$ cat config.mk
export PLATFORM = sky130hd
export DESIGN_NAME = jtag_tap
export DESIGN_NICKNAME = d
export VERILOG_FILES = /design/src/rtl/jtag_tap.sv
export SDC_FILE = /design/constraint.sdc
export NUM_CORES = 1
export LEC_CHECK = 0
export BUFFER_PORTS_ARGS = -buffer_cell sky130_fd_sc_hd__buf_2
export CORE_UTILIZATION = 40
export DETAILED_ROUTE_END_ITERATION = 8
export PLACE_DENSITY_LB_ADDON = 0.15
export SLEW_MARGIN = 20
export SYNTH_ARGS = -nofsm -noshare
export SYNTH_HDL_FRONTEND = slang
export SYNTH_SLANG_ARGS = --single-unit
$ cat constraint.sdc
create_clock -name clk_i -period 3 [get_ports clk_i]
set_clock_uncertainty 0.2 [all_clocks]
set_input_delay 0.15 -clock clk_i [delete_from_list [all_inputs] [get_ports clk_i]]
set_output_delay 0.15 -clock clk_i [all_outputs]
set_load 0.05 [all_outputs]
$ cat src/rtl/jtag_tap.sv
// JTAG TAP controller that runs on the system clock and oversamples a pre-synchronised TCK.
// It has IDCODE and BYPASS data registers and strobes for one external data register.
module jtag_tap #(
    parameter logic [31:0] IDCODE   = 32'h1102_1CDF,
    parameter int unsigned IR_WIDTH = 5
) (
    input  logic                clk_i,
    input  logic                rst_i,
    input  logic                tck_i,
    input  logic                tms_i,
    input  logic                tdi_i,
    output logic                tdo_o,
    output logic                tdo_oe_o,
    output logic [IR_WIDTH-1:0] ir_o,
    output logic                capture_dr_o,
    output logic                shift_dr_o,
    output logic                update_dr_o,
    input  logic                ext_tdo_i
);

    typedef enum logic [3:0] {
        TEST_LOGIC_RESET = 4'd0,
        RUN_TEST_IDLE    = 4'd1,
        SELECT_DR        = 4'd2,
        CAPTURE_DR       = 4'd3,
        SHIFT_DR         = 4'd4,
        EXIT1_DR         = 4'd5,
        PAUSE_DR         = 4'd6,
        EXIT2_DR         = 4'd7,
        UPDATE_DR        = 4'd8,
        SELECT_IR        = 4'd9,
        CAPTURE_IR       = 4'd10,
        SHIFT_IR         = 4'd11,
        EXIT1_IR         = 4'd12,
        PAUSE_IR         = 4'd13,
        EXIT2_IR         = 4'd14,
        UPDATE_IR        = 4'd15
    } tap_state_e;

    localparam logic [IR_WIDTH-1:0] IR_IDCODE = IR_WIDTH'(5'h01);
    localparam logic [IR_WIDTH-1:0] IR_EXT0   = IR_WIDTH'(5'h10);
    localparam logic [IR_WIDTH-1:0] IR_EXT1   = IR_WIDTH'(5'h11);

    tap_state_e          r_state;
    tap_state_e          w_next;
    logic                r_tck_q;
    logic [IR_WIDTH-1:0] r_ir_q;
    logic [IR_WIDTH-1:0] r_ir_shift;
    logic [31:0]         r_id_shift;
    logic                r_bypass;
    logic                r_tdo;
    logic                r_tdo_oe;
    logic                r_capture_dr;
    logic                r_shift_dr;
    logic                r_update_dr;

    logic w_rise;
    logic w_fall;
    logic w_sel_id;
    logic w_sel_ext;
    logic w_dr_tdo;

    assign w_rise    = tck_i & ~r_tck_q;
    assign w_fall    = ~tck_i & r_tck_q;
    assign w_sel_id  = (r_ir_q == IR_IDCODE);
    assign w_sel_ext = (r_ir_q == IR_EXT0) || (r_ir_q == IR_EXT1);
    assign w_dr_tdo  = w_sel_ext ? ext_tdo_i : (w_sel_id ? r_id_shift[0] : r_bypass);

    always_comb begin
        w_next = r_state;
        unique case (r_state)
            TEST_LOGIC_RESET: w_next = tms_i ? TEST_LOGIC_RESET : RUN_TEST_IDLE;
            RUN_TEST_IDLE:    w_next = tms_i ? SELECT_DR : RUN_TEST_IDLE;
            SELECT_DR:        w_next = tms_i ? SELECT_IR : CAPTURE_DR;
            CAPTURE_DR:       w_next = tms_i ? EXIT1_DR  : SHIFT_DR;
            SHIFT_DR:         w_next = tms_i ? EXIT1_DR  : SHIFT_DR;
            EXIT1_DR:         w_next = tms_i ? UPDATE_DR : PAUSE_DR;
            PAUSE_DR:         w_next = tms_i ? EXIT2_DR  : PAUSE_DR;
            EXIT2_DR:         w_next = tms_i ? UPDATE_DR : SHIFT_DR;
            UPDATE_DR:        w_next = tms_i ? SELECT_DR : RUN_TEST_IDLE;
            SELECT_IR:        w_next = tms_i ? TEST_LOGIC_RESET : CAPTURE_IR;
            CAPTURE_IR:       w_next = tms_i ? EXIT1_IR  : SHIFT_IR;
            SHIFT_IR:         w_next = tms_i ? EXIT1_IR  : SHIFT_IR;
            EXIT1_IR:         w_next = tms_i ? UPDATE_IR : PAUSE_IR;
            PAUSE_IR:         w_next = tms_i ? EXIT2_IR  : PAUSE_IR;
            EXIT2_IR:         w_next = tms_i ? UPDATE_IR : SHIFT_IR;
            UPDATE_IR:        w_next = tms_i ? SELECT_DR : RUN_TEST_IDLE;
            default:          w_next = TEST_LOGIC_RESET;
        endcase
    end

    always_ff @(posedge clk_i) begin
        if (rst_i) begin
            r_state      <= TEST_LOGIC_RESET;
            r_tck_q      <= 1'b0;
            r_ir_q       <= IR_IDCODE;
            r_ir_shift   <= '0;
            r_id_shift   <= '0;
            r_bypass     <= 1'b0;
            r_tdo        <= 1'b0;
            r_tdo_oe     <= 1'b0;
            r_capture_dr <= 1'b0;
            r_shift_dr   <= 1'b0;
            r_update_dr  <= 1'b0;
        end else begin
            r_tck_q      <= tck_i;
            r_capture_dr <= 1'b0;
            r_shift_dr   <= 1'b0;
            r_update_dr  <= 1'b0;
            if (w_rise) begin
                r_state <= w_next;
                case (r_state)
                    TEST_LOGIC_RESET: r_ir_q <= IR_IDCODE;
                    CAPTURE_IR:       r_ir_shift <= IR_WIDTH'(1);
                    SHIFT_IR:         r_ir_shift <= {tdi_i, r_ir_shift[IR_WIDTH-1:1]};
                    UPDATE_IR:        r_ir_q <= r_ir_shift;
                    CAPTURE_DR: begin
                        if (w_sel_id) r_id_shift <= IDCODE;
                        else if (!w_sel_ext) r_bypass <= 1'b0;
                        r_capture_dr <= w_sel_ext;
                    end
                    SHIFT_DR: begin
                        if (w_sel_id) r_id_shift <= {tdi_i, r_id_shift[31:1]};
                        else if (!w_sel_ext) r_bypass <= tdi_i;
                        r_shift_dr <= w_sel_ext;
                    end
                    UPDATE_DR:        r_update_dr <= w_sel_ext;
                    default: ;
                endcase
                // Entering reset also selects IDCODE, so ir_o reads IDCODE as soon as the TAP lands there.
                if (w_next == TEST_LOGIC_RESET) r_ir_q <= IR_IDCODE;
            end
            if (w_fall) begin
                case (r_state)
                    SHIFT_IR: begin
                        r_tdo    <= r_ir_shift[0];
                        r_tdo_oe <= 1'b1;
                    end
                    SHIFT_DR: begin
                        r_tdo    <= w_dr_tdo;
                        r_tdo_oe <= 1'b1;
                    end
                    default: begin
                        r_tdo    <= 1'b0;
                        r_tdo_oe <= 1'b0;
                    end
                endcase
            end
        end
    end

    assign tdo_o        = r_tdo;
    assign tdo_oe_o     = r_tdo_oe;
    assign ir_o         = r_ir_q;
    assign capture_dr_o = r_capture_dr;
    assign shift_dr_o   = r_shift_dr;
    assign update_dr_o  = r_update_dr;

endmodule

# --- Word level (Yosys, flattened, before mapping) ---
# Cells that the tools add are included.
op_classes:
  n_mux: 28
  reduce_logical: 17
  bitwise: 8
  n_eq_ne: 24
ops:
  columns: ["op", "n"]
  rows:
  - ["$mux W32", 2]
  - ["$pmux W32 S2", 1]
  - ["$pmux W4 S12", 1]
  - ["$eq A4 B4 Y1 const B", 8]
  - ["$pmux W5 S2", 2]
  - ["$eq A4 B3 Y1 const B", 4]
  - ["$mux W4", 4]
  - ["$ne A2 B2 Y1 const B", 6]
  - ["$reduce_or A3 Y1", 4]
  - ["$eq A5 B5 Y1 const B", 2]
  - ["$mux W1", 10]
  - ["$eq A4 B2 Y1 const B", 2]
  - ["$logic_not A4 Y1", 2]
  - ["$mux W2", 3]
  - ["$mux W3", 2]
  - ["$not A1 Y1", 6]
  - ["$reduce_and A6 Y1", 1]
  - ["$reduce_or A2 Y1", 3]
  - ["$eq A5 B1 Y1 const B", 1]
  - ["$mux W5", 1]
  - ["$eq A4 B1 Y1 const B", 1]
  - ["$pmux W1 S2", 2]
  - ["$reduce_and A2 Y1", 2]
  - ["$reduce_and A4 Y1", 1]
  - ["other kinds (4)", 6]
totals:
  input_bits: 6
  reg_bits: 53
  wordCells: 88
  output_inout_bits: 10

# --- Logic depth before layout (Yosys ltp) ---
# Gate-level depths: netlist (run 1).
logic_depth:
  word_depth: 6
  ltp_mapped: 6
  ltp_nobuf: 4

# --- Worst setup path before layout (run 1) ---
# Ideal clock, no wire load.
synth_path:
  path_type: "reg2reg"
  start: "register r_ir_q[0] (netlist: ir_o[0])"
  end: "register r_id_shift[1]"
  setup_slack_ns: 1.132
  period_less_slack_ns: 1.868
  stages_incl_launch_ff: 6
  t_arrival_ns: 1.531
  path_buffers: 1
  setup_time_ns: 0.137
  required_time_ns: 2.663
  path_cell_list: "dfxtp_1 -> nor2b_1 -> o2111ai_2 -> buf_4 -> nor3_2 -> nor3_2"
synth_via:
  elab_chain_cells: 3
  elab_cells_between_ends: 4
  classes_between: "eq/ne (3); reduce/logical (1)"
synth_lines:
  columns: ["element", "line_no", "source"]
  rows:
  - ["start: declaration", "47", "logic [IR_WIDTH-1:0] r_ir_q;"]
  - ["start signal: assignment", "116", "UPDATE_IR: r_ir_q <= r_ir_shift;"]
  - ["$eq A5 B1 Y1 (*)", "65", "assign w_sel_id = (r_ir_q == IR_IDCODE);"]
  - ["$ne A2 B2 Y1 (no line)", null, null]
  - ["$reduce_and A4 Y1 (no line) (*)", null, null]
  - ["end signal: assignment", "123", "if (w_sel_id) r_id_shift <= {tdi_i, r_id_shift[31:1]};"]
  - ["end: declaration", "49", "logic [31:0] r_id_shift;"]
# Mark *: on every way between the ends. The rest lies on a longest branch, timed or not.
# A chain may end at the register's enable or synchronous reset.

# --- Final worst setup path (run 1) ---
layout_path:
  start: "register r_state[2]"
  end: "register r_id_shift[0]"
layout_via:
  elab_chain_cells: 3
  elab_cells_between_ends: 7
  classes_between: "eq/ne (4); mux (1); reduce/logical (2)"
layout_lines:
  columns: ["element", "line_no", "source"]
  rows:
  - ["start: declaration", "44", "tap_state_e r_state;"]
  - ["start signal: assignment", "111", "r_state <= w_next;"]
  - ["$eq A4 B2 Y1 or $eq A4 B3 Y1 (tied branches)", "112", "case (r_state)"]
  - ["$ne A2 B2 Y1 (no line) or $reduce_bool A2 Y1 (tied branches)", null, null]
  - ["$reduce_and A4 Y1 (no line)", null, null]
# Several ways; a longest one is shown, not always the timed one.

==> out/qor.yml, run 1 <==
global_routing:
  antenna_found_initial: 0
  grt_max_degree: 54
  grt_pass1_vias: 1754
  grt_pass1_wl_mm: 8.34
  grt_overflow_total: 0
  track_usage_pct: 16.5
drt:
  drtAntennaViolNets: 0
  vias: 1947
  viasPerCell: 5.36
  firstDrtPassIters: 4
  wl_mm: 4.97
  drtIter0Drc: 174
  drc: 0
  wl_per_cell_um: 13.7
logic_synthesis:
  synth_top_area_cell: "dfxtp_1"
  avgSynthCellArea_um2: 8.64
  netlist_area_mm2: 0.00244
  synth_edf_count: 0
  synth.area.top_cells: "dfxtp_1, nor3_2, a21oi_1, nand3_1, nand2_1"
  netlist_instances: 282
  async_flop_share_pct: 0
  synth_seq_cells: 53
  synth_common_cells: "dfxtp_1, nand2_1, a21oi_1, nand3_1, nor2_1"
  synth.distinct_cells: 45
  yosysSeqAreaShare_pct: 43.5
  synthesis.yosys.warnings: 0
  synthFlopType: "dfxtp_1"
  synth_top_area_share_pct: 43.5
  yosysMostFrequentCell: "dfxtp_1"
  syn-num-nets: 288
power_and_ir_drop:
  power_w: 0.00132
  irDropWorstVdd_uv: 274
  p_leak_nw: 0.863
  p_per_area_mw_per_mm2: 496
clocking:
  cts-resized-gates: 0
  cts.reportedPaths.clkPinSlew_ns: 0.10
  cts_sinks: 53
  cts-root-buf: "clkbuf_8"
  cts_tree: "yes"
  cts_max_level: 2
  insertion_delay_ns: 0.31
  postCtsSetupBuffers: 0
  cts_buffer_depth: 2
  cts-buffers-inserted: 5
cells_and_area:
  syn2layout_area_growth_pct: 9.19
  nFillCells: 609
  stdcell_count: 363
  diodes: 0
  drive_gt1_share_pct: 20.1
  fin_nets: 293
critical_path:
  r2r_setup_slack_ns: 0.85
  critPathSlowestCell: "dfxtp_1"
  rr_worst_depth: 5
  path_max_fanout: 33
  timing.rr.end: "r_id_shift[0]"
  cp_top_family: "flip-flops"
  cp-startpoint: "r_state[2]"
  crit_path_end: "r_id_shift[0]"
  cp_slowest_stage_delay_ns: 0.71
  cp_data_arrival_time_ns: 2.17
  r2r-start: "r_state[2]"
  worst-path-buf-inv: 1
  critical_path_depth: 5
  worstPathRequired_ns: 3.02
  start_kind: "flop"
  worstPathCellList: "and3b_1 > o2111ai_2 > buf_4 > nor3_1 > a211oi_1"
  cp-end-kind: "flop"
  worstSetupPathType: "flop to flop"
placement:
  hpwl_mm: 3.05
  gp_congestion: 0.745
  port-buffer-count: 15
  placed_cells: 353
sta:
  slew_viol_final: 0
  fin_tns_setup_ns: 0
  finalSetupViolCount: 0
  grt_setup_unrepaired: "false"
  worst_pin_slew_ns: 1.04
  max_slew_margin_pct: 30.4
  fmax_mhz: 464
  period_needed_ns: 2.15
  timing.final.crit_share_pct: 71.8
  hold_viol_final: 0
die:
  initial_core_util_pct: 41.4
  dieArea_mm2: 0.00641
  die_x_um: 80.1
  top_level_ports: 16
  die_height_um: 80.1
  rows: 28
  core_mm2: 0.00589
hold_path:
  hold_path_class: "input pin to flop"
  holdPathStages: 3
job:
  drv_cap: 0
run_status:
  outcome: "finished, final reports clean"
layout by cell type (no fill, tap or decap), drive strengths merged, types with 4 or more instances in the layout:
cell,n
dfxtp,53
nand2,32
nor3,31
a21oi,27
nand3,25
nor2,24
buf,21
nor2b,7
mux2i,7
nand2b,6
clkbuf,5
inv,4
per-stage QoR:
step                util, %  hold slack (ns)  cell area, µm²  setup WS [ns]
global placement       43.0            0.222            2530          0.892
CTS                    45.2           0.0607            2660          0.823
global route           45.2            0.103            2660          0.639
detailed placement     43.0            0.229            2530          0.874
finish                 45.2           0.0741            2660          0.847
floorplan                 -           0.0782            2440           1.13
final cells by class:
type | instances | area [µm²] | area share, %
Sequential cell | 53 | 1060 | 39.9
Multi-Input combinational cell | 201 | 1240 | 46.7
Tap cell | 75 | 93.8 | 3.53
Clock buffer | 5 | 68.8 | 2.59
Clock inverter | 3 | 43.8 | 1.65
Timing Repair Buffer | 23 | 140 | 5.27
Inverter | 3 | 11.3 | 0.423
cell families after synthesis:
kind of cell	synth area share [%]
multiplexers	2.87
AO/OA/AOI/OAI	13.1
AND/OR/NAND/NOR	34.0
buffers and inverters	5.75
flip-flops	43.5
XOR/XNOR	0.719
worst min-delay path: stages:
cell and delay [ns]:
buf_2 0.19, a31oi_1 0.15, nor3_1 0.05
routing by layer:
layer | track usage [%] | up-vias | share of wire, %
met4 | 4.82 | 0 | 0.80
met2 | 24.4 | 29 | 42
li1 | - | 998 | -
met1 | 23.9 | 916 | 54
met3 | 3.41 | 4 | 2.6
met5 | 0 | - | 0
what timing repair did:
item                                   in CTS  in global routing
setup endpoints to repair                   0                  0
endpoints found under the hold margin       3                  0
hold buffers                                2                  0
power breakdown:
group | internal [W] | switching [W] | leakage [nW]
registers | 0.000712 | 0.0000184 | 0.428
clock network | 0.000251 | 0.000245 | 0.0585
logic | 0.0000352 | 0.0000593 | 0.376
worst min-delay path by stage:
| stage | startpoint | to | slack [ns] |
|---|---|---|---|
| 2_1_floorplan | tck_i | r_tck_q | 0.08 |
| 3_3_place_gp | tck_i | r_tck_q | 0.22 |
| 3_5_place_dp | tck_i | r_tck_q | 0.23 |
| 4_1_cts | tms_i | r_state[3] | 0.06 |
| 5_1_grt | tms_i | r_state[3] | 0.10 |
| 6_report | tms_i | r_state[3] | 0.07 |
sequential cells by signal (all words and copies together) (netlist names), 4 cells and up:
name,count
ir_o,5
r_id_shift,32
r_ir_shift,5
r_state,4
No activity file was read; power rests on OpenSTA's default activity.
==> run 2, diff against run 1 <==
--- a/config.mk
+++ b/config.mk
@@ -5,6 +5,7 @@
 export SDC_FILE = /design/constraint.sdc
 export NUM_CORES = 1
 export LEC_CHECK = 0
+export ABC_AREA = 1
 export BUFFER_PORTS_ARGS = -buffer_cell sky130_fd_sc_hd__buf_2
 export CORE_UTILIZATION = 40
 export DETAILED_ROUTE_END_ITERATION = 8
==> constraint.sdc (replaced) <==
create_clock -name clk_i -period 2 [get_ports clk_i]
set_clock_uncertainty 0.2 [all_clocks]
set_input_delay 0.1 -clock clk_i [delete_from_list [all_inputs] [get_ports clk_i]]
set_output_delay 0.1 -clock clk_i [all_outputs]
set_load 0.05 [all_outputs]
==> run 2 against run 1 <==
  * Worst setup slack got worse by 0.70 ns
  * Die area fell by 1.9%
  * Total power rose by 68%
  * Sequential power rose by 56%
  * Register-to-register slack got worse by 0.70 ns
  * Sequential share of layout area fell by 1.4 points
  * Highest routed layer unchanged
==> out/qor.yml, run 2 <==
die:
  die_x_um: 79.3
  rows: 27
  core_mm2: 0.00564
  initial_core_util_pct: 42.4
  top_level_ports: 16
  die_height_um: 79.3
  dieArea_mm2: 0.00629
cells_and_area:
  fin_nets: 349
  nFillCells: 572
  stdcell_count: 416
  diodes: 0
  multi_input_area_mm2: 0.00113
  top_register: "r_id_shift"
  syn2layout_area_growth_pct: 15.8
  seq_area_mm2: 0.00107
  final_common_cell: "dfxtp_1"
  largest_reg_flops: 32
  stdcell_area_mm2: 0.00277
  drive_gt1_share_pct: 18.6
  final_cell_mix: "dfxtp_1, nand2_1, nor2_1"
  final_core_util_pct: 49.1
logic_synthesis:
  async_flop_share_pct: 0
  synthFlopType: "dfxtp_1"
  netlist_area_mm2: 0.00239
  yosysMostFrequentCell: "dfxtp_1"
  muxShareOfSynthArea_pct: 0
  synthesis.yosys.warnings: 0
  synth-simple-area-share_pct: 22.2
  synth_fa_ha_area_share_pct: 0
  synth.distinct_cells: 29
  synth_seq_cells: 53
  syn-num-nets: 325
  synth_edf_count: 0
  synth.area.top_cells: "dfxtp_1, a21oi_1, nand2_1, nor2_1, inv_1"
  synth_top_area_cell: "dfxtp_1"
  synth_xor_area_share_pct: 0
  synth_top_family_by_area: "compound AO/OA/AOI/OAI gates"
  yosysSeqAreaShare_pct: 44.4
  synth_top_area_share_pct: 44.4
  avgSynthCellArea_um2: 7.49
  synth_common_cells: "dfxtp_1, nand2_1, nor2_1, a21oi_1, inv_1"
  synth_compound_gate_area_share_pct: 23.8
  netlist_instances: 319
critical_path:
  r2r-start: "r_state[1]"
  r2r_setup_slack_ns: 0.14
  crit_path_end: "ir_o[1]"
  rr_worst_depth: 13
  cp-end-kind: "flop"
  worstPathRequired_ns: 2.02
  cp-startpoint: "r_state[1]"
  cp_data_arrival_time_ns: 1.87
  worstSetupPathType: "flop to flop"
  start_kind: "flop"
  path_max_fanout: 5
  timing.rr.end: "ir_o[1]"
clocking:
  cts_sinks: 53
  cts-root-buf: "clkbuf_8"
  cts.reportedPaths.clkPinSlew_ns: 0.10
  cts-buffers-inserted: 5
  cts_max_level: 2
  cts_buffer_depth: 2
  insertion_delay_ns: 0.31
  postCtsSetupBuffers: 0
  cts_tree: "yes"
global_routing:
  grt_pass1_wl_mm: 8.82
  grt_pass1_vias: 1835
  grt_max_degree: 36
  antenna_found_initial: 0
  grt_overflow_total: 0
  track_usage_pct: 17.9
sta:
  timing.final.crit_share_pct: 92.8
  holdWs_ns: 0.0855
  max_slew_margin_pct: 79.8
  fmax_mhz: 539
  hold_viol_final: 0
  period_needed_ns: 1.86
  fin_tns_setup_ns: 0
  finalSetupViolCount: 0
  slew_viol_final: 0
  worst_pin_slew_ns: 0.301
hold_path:
  hold_path_class: "input pin to flop"
drt:
  viasPerCell: 5.12
  vias: 2130
  drtAntennaViolNets: 0
  drc: 0
  wl_mm: 5.28
  drtIter0Drc: 102
  firstDrtPassIters: 4
  wl_per_cell_um: 12.7
placement:
  postPlaceCellArea_mm2: 0.00259
  gp_congestion: 0.882
  port-buffer-count: 15
  placed_cells: 402
  hpwl_mm: 3.53
power_and_ir_drop:
  p_switching_w: 0.000701
  combPwrFrac_pct: 20.6
  irDropWorstVdd_uv: 423
  power.share.sequential_pct: 51.7
  power.internal_w: 0.00151
  pwr-share-clk_pct: 27.8
  p_per_area_mw_per_mm2: 799
  p_leak_nw: 1.25
  swShare_pct: 31.7
run_status:
  outcome: "finished, final reports clean"
job:
  drv_cap: 0
[run 2: layer usage]
| metal | share of wire [%] | up-vias | routed length [µm] | track usage [%] |
|---|---|---|---|---|
| met5 | 0 | - | 0 | 0 |
| met4 | 1.2 | 0 | 64 | 6.00 |
| met3 | 2.3 | 7 | 124 | 3.56 |
| met2 | 47 | 24 | 2500 | 28.7 |
| met1 | 49 | 991 | 2590 | 23.9 |
| li1 | - | 1108 | - | - |
[run 2: cell type report]
class	instances	share of cell area, %
clock buffers	6	2.62
clock inverters	2	0.497
inverters	38	5.24
multi-input cells	212	40.9
flip-flops and latches	53	38.5
well taps	72	3.25
repair buffers	33	8.95
[run 2: metrics by stage]
stage / power (W) / worst slack [ns]
after CTS: 0.00221 / 0.0530
after global routing: 0.00233 / -0.0155
after detailed placement: 0.00158 / 0.0710
after global placement: 0.00158 / 0.0800
final: 0.00221 / 0.145
after floorplan: 0.00147 / 0.00583
[run 2: power by group through the flow]
stage / registers (W) / clock network, W / logic, W
after floorplan: 0.00121 / 0 / 0.000267
after global placement: 0.00116 / 0 / 0.000418
after detailed placement: 0.00117 / 0 / 0.000417
after CTS: 0.00114 / 0.000639 / 0.000426
after global routing: 0.00115 / 0.000671 / 0.000509
final: 0.00114 / 0.000614 / 0.000455
[run 2: repair_timing]
item,in CTS,in global routing
hold buffers,5,0
resized for setup,0,13
hold endpoints to repair,8,0
setup endpoints to repair,0,25
[run 2: worst min-delay path by stage]
stage / startpoint / endpoint / slack (ns) / cells past startpoint
finish: tms_i / r_state[3] / 0.09 / 5
global placement: tck_i / r_tck_q / 0.13 / 3
floorplan: tck_i / r_tck_q / 0.02 / 2
CTS: tms_i / r_state[3] / 0.09 / 5
detailed placement: tck_i / r_tck_q / 0.14 / 3
global route: tms_i / r_state[3] / 0.14 / 5
[run 2: kinds of logic (layout without fill, tap and decap cells)]
group,Yosys count,in the layout
simple gates,119,120
flops,53,53
compound gates,92,92
buf+inv,55,79
[run 2: critical path: stages, from the launching register on]
cell,delay [ns]
dfxtp_1,0.35
nand2_1,0.09
inv_1,0.05
buf_4,0.14
nand2_2,0.08
nand3_1,0.08
nor2_1,0.10
nor2_1,0.06
nor2_2,0.14
nand3_2,0.15
nand2_2,0.14
nand3_1,0.08
nand2_1,0.06
nor2_1,0.04
